### src/rtl/tmds_encoder.sv
// Single-channel DVI/TMDS 8b/10b encoder with running-disparity DC balancing.
// Two register stages: transition minimisation, then DC balance / control tokens.
module tmds_encoder #(
  parameter logic INVERT = 1'b0
) (
  input  logic       clk,
  input  logic       rst,
  input  logic       de,
  input  logic [1:0] ctl,
  input  logic [7:0] din,
  output logic [9:0] dout
);

  localparam logic [9:0] TokCtl00 = 10'b1101010100;
  localparam logic [9:0] TokCtl01 = 10'b0010101011;
  localparam logic [9:0] TokCtl10 = 10'b0101010100;
  localparam logic [9:0] TokCtl11 = 10'b1010101011;
  localparam logic [9:0] InvMask  = {10{INVERT}};

  function automatic logic [3:0] popcount8(input logic [7:0] b);
    logic [3:0] ones;
    ones = '0;
    for (int i = 0; i < 8; i++) begin
      ones = ones + {3'b000, b[i]};
    end
    return ones;
  endfunction

  // q_m[8] = 1 marks the XOR chain, 0 the XNOR chain.
  function automatic logic [8:0] minimise(input logic [7:0] b);
    logic [3:0] ones;
    logic       use_xnor;
    logic [8:0] q;
    ones     = popcount8(b);
    use_xnor = (ones > 4'd4) || ((ones == 4'd4) && !b[0]);
    q        = '0;
    q[0]     = b[0];
    for (int i = 1; i < 8; i++) begin
      q[i] = use_xnor ? ~(q[i-1] ^ b[i]) : (q[i-1] ^ b[i]);
    end
    q[8] = ~use_xnor;
    return q;
  endfunction

  // Stage 1 registers
  logic [8:0] qm_q;
  logic       de_q;
  logic [1:0] ctl_q;

  always_ff @(posedge clk) begin
    if (rst) begin
      qm_q  <= '0;
      de_q  <= 1'b0;
      ctl_q <= 2'b00;
    end else begin
      qm_q  <= minimise(din);
      de_q  <= de;
      ctl_q <= ctl;
    end
  end

  // Stage 2: DC balance
  logic signed [4:0] cnt_q, cnt_d;
  logic [9:0]        dout_q;
  logic [9:0]        sym;
  logic [3:0]        n1, n0;
  logic signed [4:0] bal;
  logic              cnt_pos, cnt_neg;

  always_comb begin
    n1      = popcount8(qm_q[7:0]);
    n0      = 4'd8 - n1;
    bal     = $signed({1'b0, n1}) - $signed({1'b0, n0});
    cnt_pos = !cnt_q[4] && (cnt_q != 5'sd0);
    cnt_neg = cnt_q[4];
    sym     = TokCtl00;
    cnt_d   = '0;
    if (!de_q) begin
      unique case (ctl_q)
        2'b00: sym = TokCtl00;
        2'b01: sym = TokCtl01;
        2'b10: sym = TokCtl10;
        2'b11: sym = TokCtl11;
        default: sym = TokCtl00;
      endcase
      cnt_d = '0;
    end else if ((cnt_q == 5'sd0) || (n1 == n0)) begin
      sym   = {~qm_q[8], qm_q[8], qm_q[8] ? qm_q[7:0] : ~qm_q[7:0]};
      cnt_d = qm_q[8] ? (cnt_q + bal) : (cnt_q - bal);
    end else if ((cnt_pos && (n1 > n0)) || (cnt_neg && (n0 > n1))) begin
      sym   = {1'b1, qm_q[8], ~qm_q[7:0]};
      cnt_d = cnt_q + (qm_q[8] ? 5'sd2 : 5'sd0) - bal;
    end else begin
      sym   = {1'b0, qm_q[8], qm_q[7:0]};
      cnt_d = cnt_q - (qm_q[8] ? 5'sd0 : 5'sd2) + bal;
    end
  end

  // Disparity tracks the uninverted symbol; inversion is only for P/N swap.
  always_ff @(posedge clk) begin
    if (rst) begin
      dout_q <= TokCtl00 ^ InvMask;
      cnt_q  <= '0;
    end else begin
      dout_q <= sym ^ InvMask;
      cnt_q  <= cnt_d;
    end
  end

  assign dout = dout_q;

endmodule

### config.mk
export PLATFORM = sky130hd
export DESIGN_NAME = tmds_encoder
export DESIGN_NICKNAME = d
export VERILOG_FILES = /design/src/rtl/tmds_encoder.sv
export SDC_FILE = /design/constraint.sdc
export NUM_CORES = 1
export LEC_CHECK = 0
export CORE_MARGIN = 2
export CORE_UTILIZATION = 48
export DETAILED_ROUTE_END_ITERATION = 12
export PLACE_DENSITY = 0.68
export SLEW_MARGIN = 15
export SYNTH_ARGS = -nofsm -noshare
export SYNTH_HDL_FRONTEND = slang
export SYNTH_SLANG_ARGS = --single-unit
### constraint.sdc
create_clock -name clk -period 13.2 [get_ports clk]
set_clock_uncertainty 0.2 [all_clocks]
set_input_delay 1.98 -clock clk [delete_from_list [all_inputs] [get_ports clk]]
set_output_delay 1.98 -clock clk [all_outputs]
set_load 0.02 [all_outputs]
==> summary.md <==
| Metric | Value |
|---|---|
| Top cells by count, synth | inv_1 (39), dfxtp_1 (27), ha_1 (24), xnor2_1 (21), nor2_1 (16) |
| Clk slew on worst S/H paths | around 0.090 ns |
| Crit-path cells | inv_1 > fa_1 > fa_1 > fa_1 > inv_1 > ha_1 > fa_1 > xnor2_1 > inv_1 > ha_1 > a21o_2 > a2bb2oi_1 > xnor2_1 > ha_1 > a21oi_1 > nor2_1 > a21bo_1 > a2111oi_2 > a2111oi_1 > o31ai_1 |
| DR DRC count | 0 |
| Yosys top cell area share | 0.2470 |
| Final WL | between 3000 and 4000 um |
| Antenna violations before repair | 0 |
| Source of the worst register-to-register timing path | qm_q[0] |
| Fraction of layout instances using a drive strength above 1 | 0.04183 |
| Area Overhead vs Synth | 13.15% |
| Most frequent cell after synthesis | inv_1 |
| Largest net degree at the start of global routing | 23 |
| Placer congestion estimate | ~0.81 |
| Critical path type | flip-flop to flip-flop |
| Top FF cell, synth | dfxtp_1 |
| Ant. Diodes | 0 |
| Final net count | 314 |
| Post-DP HPWL | a little over 3000 um |
| Initial DRC count | 50 |
| H-tree depth | 1 |
| Initial Util | 0.4991 |
| Vias in the first global route | about 1500 |
| CP max stage cell | fa_1 |
| Die ar. | 5115 um2 |
| I/O Buffers | 22 |
| Post-synth EDFFs | 0 |
| Clk sinks | 27 |
| Drt first pass iters | 4 |
| Cell Rows | 24 |
| Maximum Capacitance Violations | 0 |
| Post_cts resized | 0 |
| TNS Setup | 0 ns |
| Mapped Cells | 244 |
| CP max stage delay | 0.55 ns |
| Hold Crit Class | flip-flop to flip-flop |
| Crit start category | flip-flop |
| Critical path's most frequent cell | fa_1 |
| Worst-Margin Slew | between 0.9 and 1 ns |
| Critical path data arrival time | 5.94 ns |
| Inst Count DP | just over 300 |
| Yosys Warn Count | 0 |
| Die width | ~72 um |
| Crit end category | flip-flop |
| Worst skew pair latency | 0.27 ns |
| Detail Route Antenna Nets | 0 |
| Syn Area/Cell | between 8 and 9 um2 |
| Final Hold Vio Count | 0 |
| Floorplan Core Area | between 4000 and 5000 um2 |
| Fin cells | 315 |
| Final Max Tran Viols | 0 |
| Fin crit period | around 6 ns |
| Max layer used | met4 |
| Req. time, crit path | 13.14 ns |
| Cell taking the most area after synthesis | dfxtp_1 |
| Post-CTS Setup Bufs | 0 |
| Reg-to-Reg End | cnt_q[4] |
| Hold path cells | 1 |
| Final worst-path cycle share | 0.4544 |
| Outcome | finished clean |
| Net Count, Synth | 294 |
| Synth async-reset ratio | 0 |
| Yosys reg bits | 27 |
| Top cells by area, synth | dfxtp_1 (25%), ha_1 (14%), fa_1 (12%) |
| Clk buf depth | 2 |
| Setup-failing EPs final | 0 |
| Top delay family on crit path | adder cells |
| Post-DR vias/cell | between 4 and 5 |
| Wire length on met2 | 1686 um |
| Remaining Overflow, GRT | 0 |
| Mapped cell area | around 2200 um2 |
| Avg WL per Cell | around 12 um |
| WL met3 | about 90 um |
| Crit path depth | 20 |
| CP Buf/Inv Count | 3 |
| Met1 WL | ~1900 um |
| Root Driver | clkbuf_8 |
| # hold bufs at CTS | 0 |
| R2R setup slack | roughly 7 ns |
| Slew headroom | 0.3413 |
| CTS tree | yes |
| Vias | between 1500 and 2000 |
| Origin of the worst setup path | qm_q[0] |
| Worst-case reg-to-reg path depth | 20 |
| Gr usage total | 0.1622 |
| I/O pins | 23 |
| Cts bufs inserted | 3 |
| Largest fanout on the critical path | 10 |
| Cell variety after synth | between 40 and 50 |
| First-pass GRT wire length | 6810 um |
| Sequential area share after synthesis | 0.2470 |
| RSZ-0062 raised after global routing | no |
| Die height | 71.52 um |
| Fmax | about 170 MHz |
==> flip-flops by register name, summed over array words and instances (netlist names), named ones only <==
name,count
ctl_q,2
dout,10
qm_q,9
de_q,1
cnt_q,4
==> how the worst max path moves through the flow <==
stage / endpoint / slack, ns
floorplan: cnt_q[4] / 7.75
global placement: qm_q[5] / 7.27
detailed placement: qm_q[5] / 7.13
CTS: cnt_q[4] / 7.19
global route: cnt_q[4] / 6.77
finish: cnt_q[4] / 7.20
==> kinds of logic after synthesis <==
kind of cell / synth area share
AOI/OAI and AO/OA: 0.1378
buffers and inverters: 0.08633
adders and majority gates: 0.2561
xor gates and xnor gates: 0.1161
muxes: 0.02401
DFF: 0.2470
and+or+nand+nor: 0.1327
==> layout make-up <==
cell class	instances	area (um2)
repair buffers	22	220.2
fillers	389	1908
clock buffers	4	45.04
inverters	39	146.4
well taps	52	65.06
multi-input cells	171	1459
flip-flops and latches	27	540.5
==> per-layer routing <==
metal / vias to the layer above / global-route usage
met5: - / 0
met4: 0 / 0.03145
met3: 4 / 0.02110
met2: 22 / 0.2798
met1: 699 / 0.2193
li1: 829 / -
==> through the flow <==
stage	utilization	hold WS [ns]	instance area [um2]	worst slack (ns)
2_1_floorplan	-	0.2212	2188	7.745
6_report	0.5648	0.2593	2476	7.202
4_1_cts	0.5648	0.2671	2476	7.189
5_1_grt	0.5648	0.2876	2476	6.772
3_5_place_dp	0.5545	0.2465	2431	7.129
3_3_place_gp	0.5545	0.2434	2431	7.274
==> cells in the final DEF (no fill, tap or decap), types with 2 or more instances in the layout <==
cell / synthesis / final
a211oi_1: 2 / 2
a21o_1: 7 / 7
a21oi_1: 13 / 13
and2_1: 2 / 2
and4b_1: 2 / 2
clkbuf_8: 0 / 3
clkdlybuf4s50_1: 0 / 22
dfxtp_1: 27 / 27
fa_1: 13 / 13
ha_1: 24 / 24
inv_1: 39 / 39
mux2_2: 2 / 2
mux2i_1: 3 / 3
nand2_1: 15 / 15
nand2b_1: 3 / 3
nand3_1: 3 / 3
nor2_1: 16 / 16
nor2b_1: 5 / 5
nor3_1: 2 / 2
o211ai_1: 2 / 2
o21ai_0: 2 / 2
o22ai_1: 2 / 2
or2_2: 3 / 3
xnor2_1: 21 / 21
xor2_1: 8 / 8
Power is left out: the tool's default activity adds up to more than one toggle a clock period on the data nets, which glitch-free logic cannot reach.
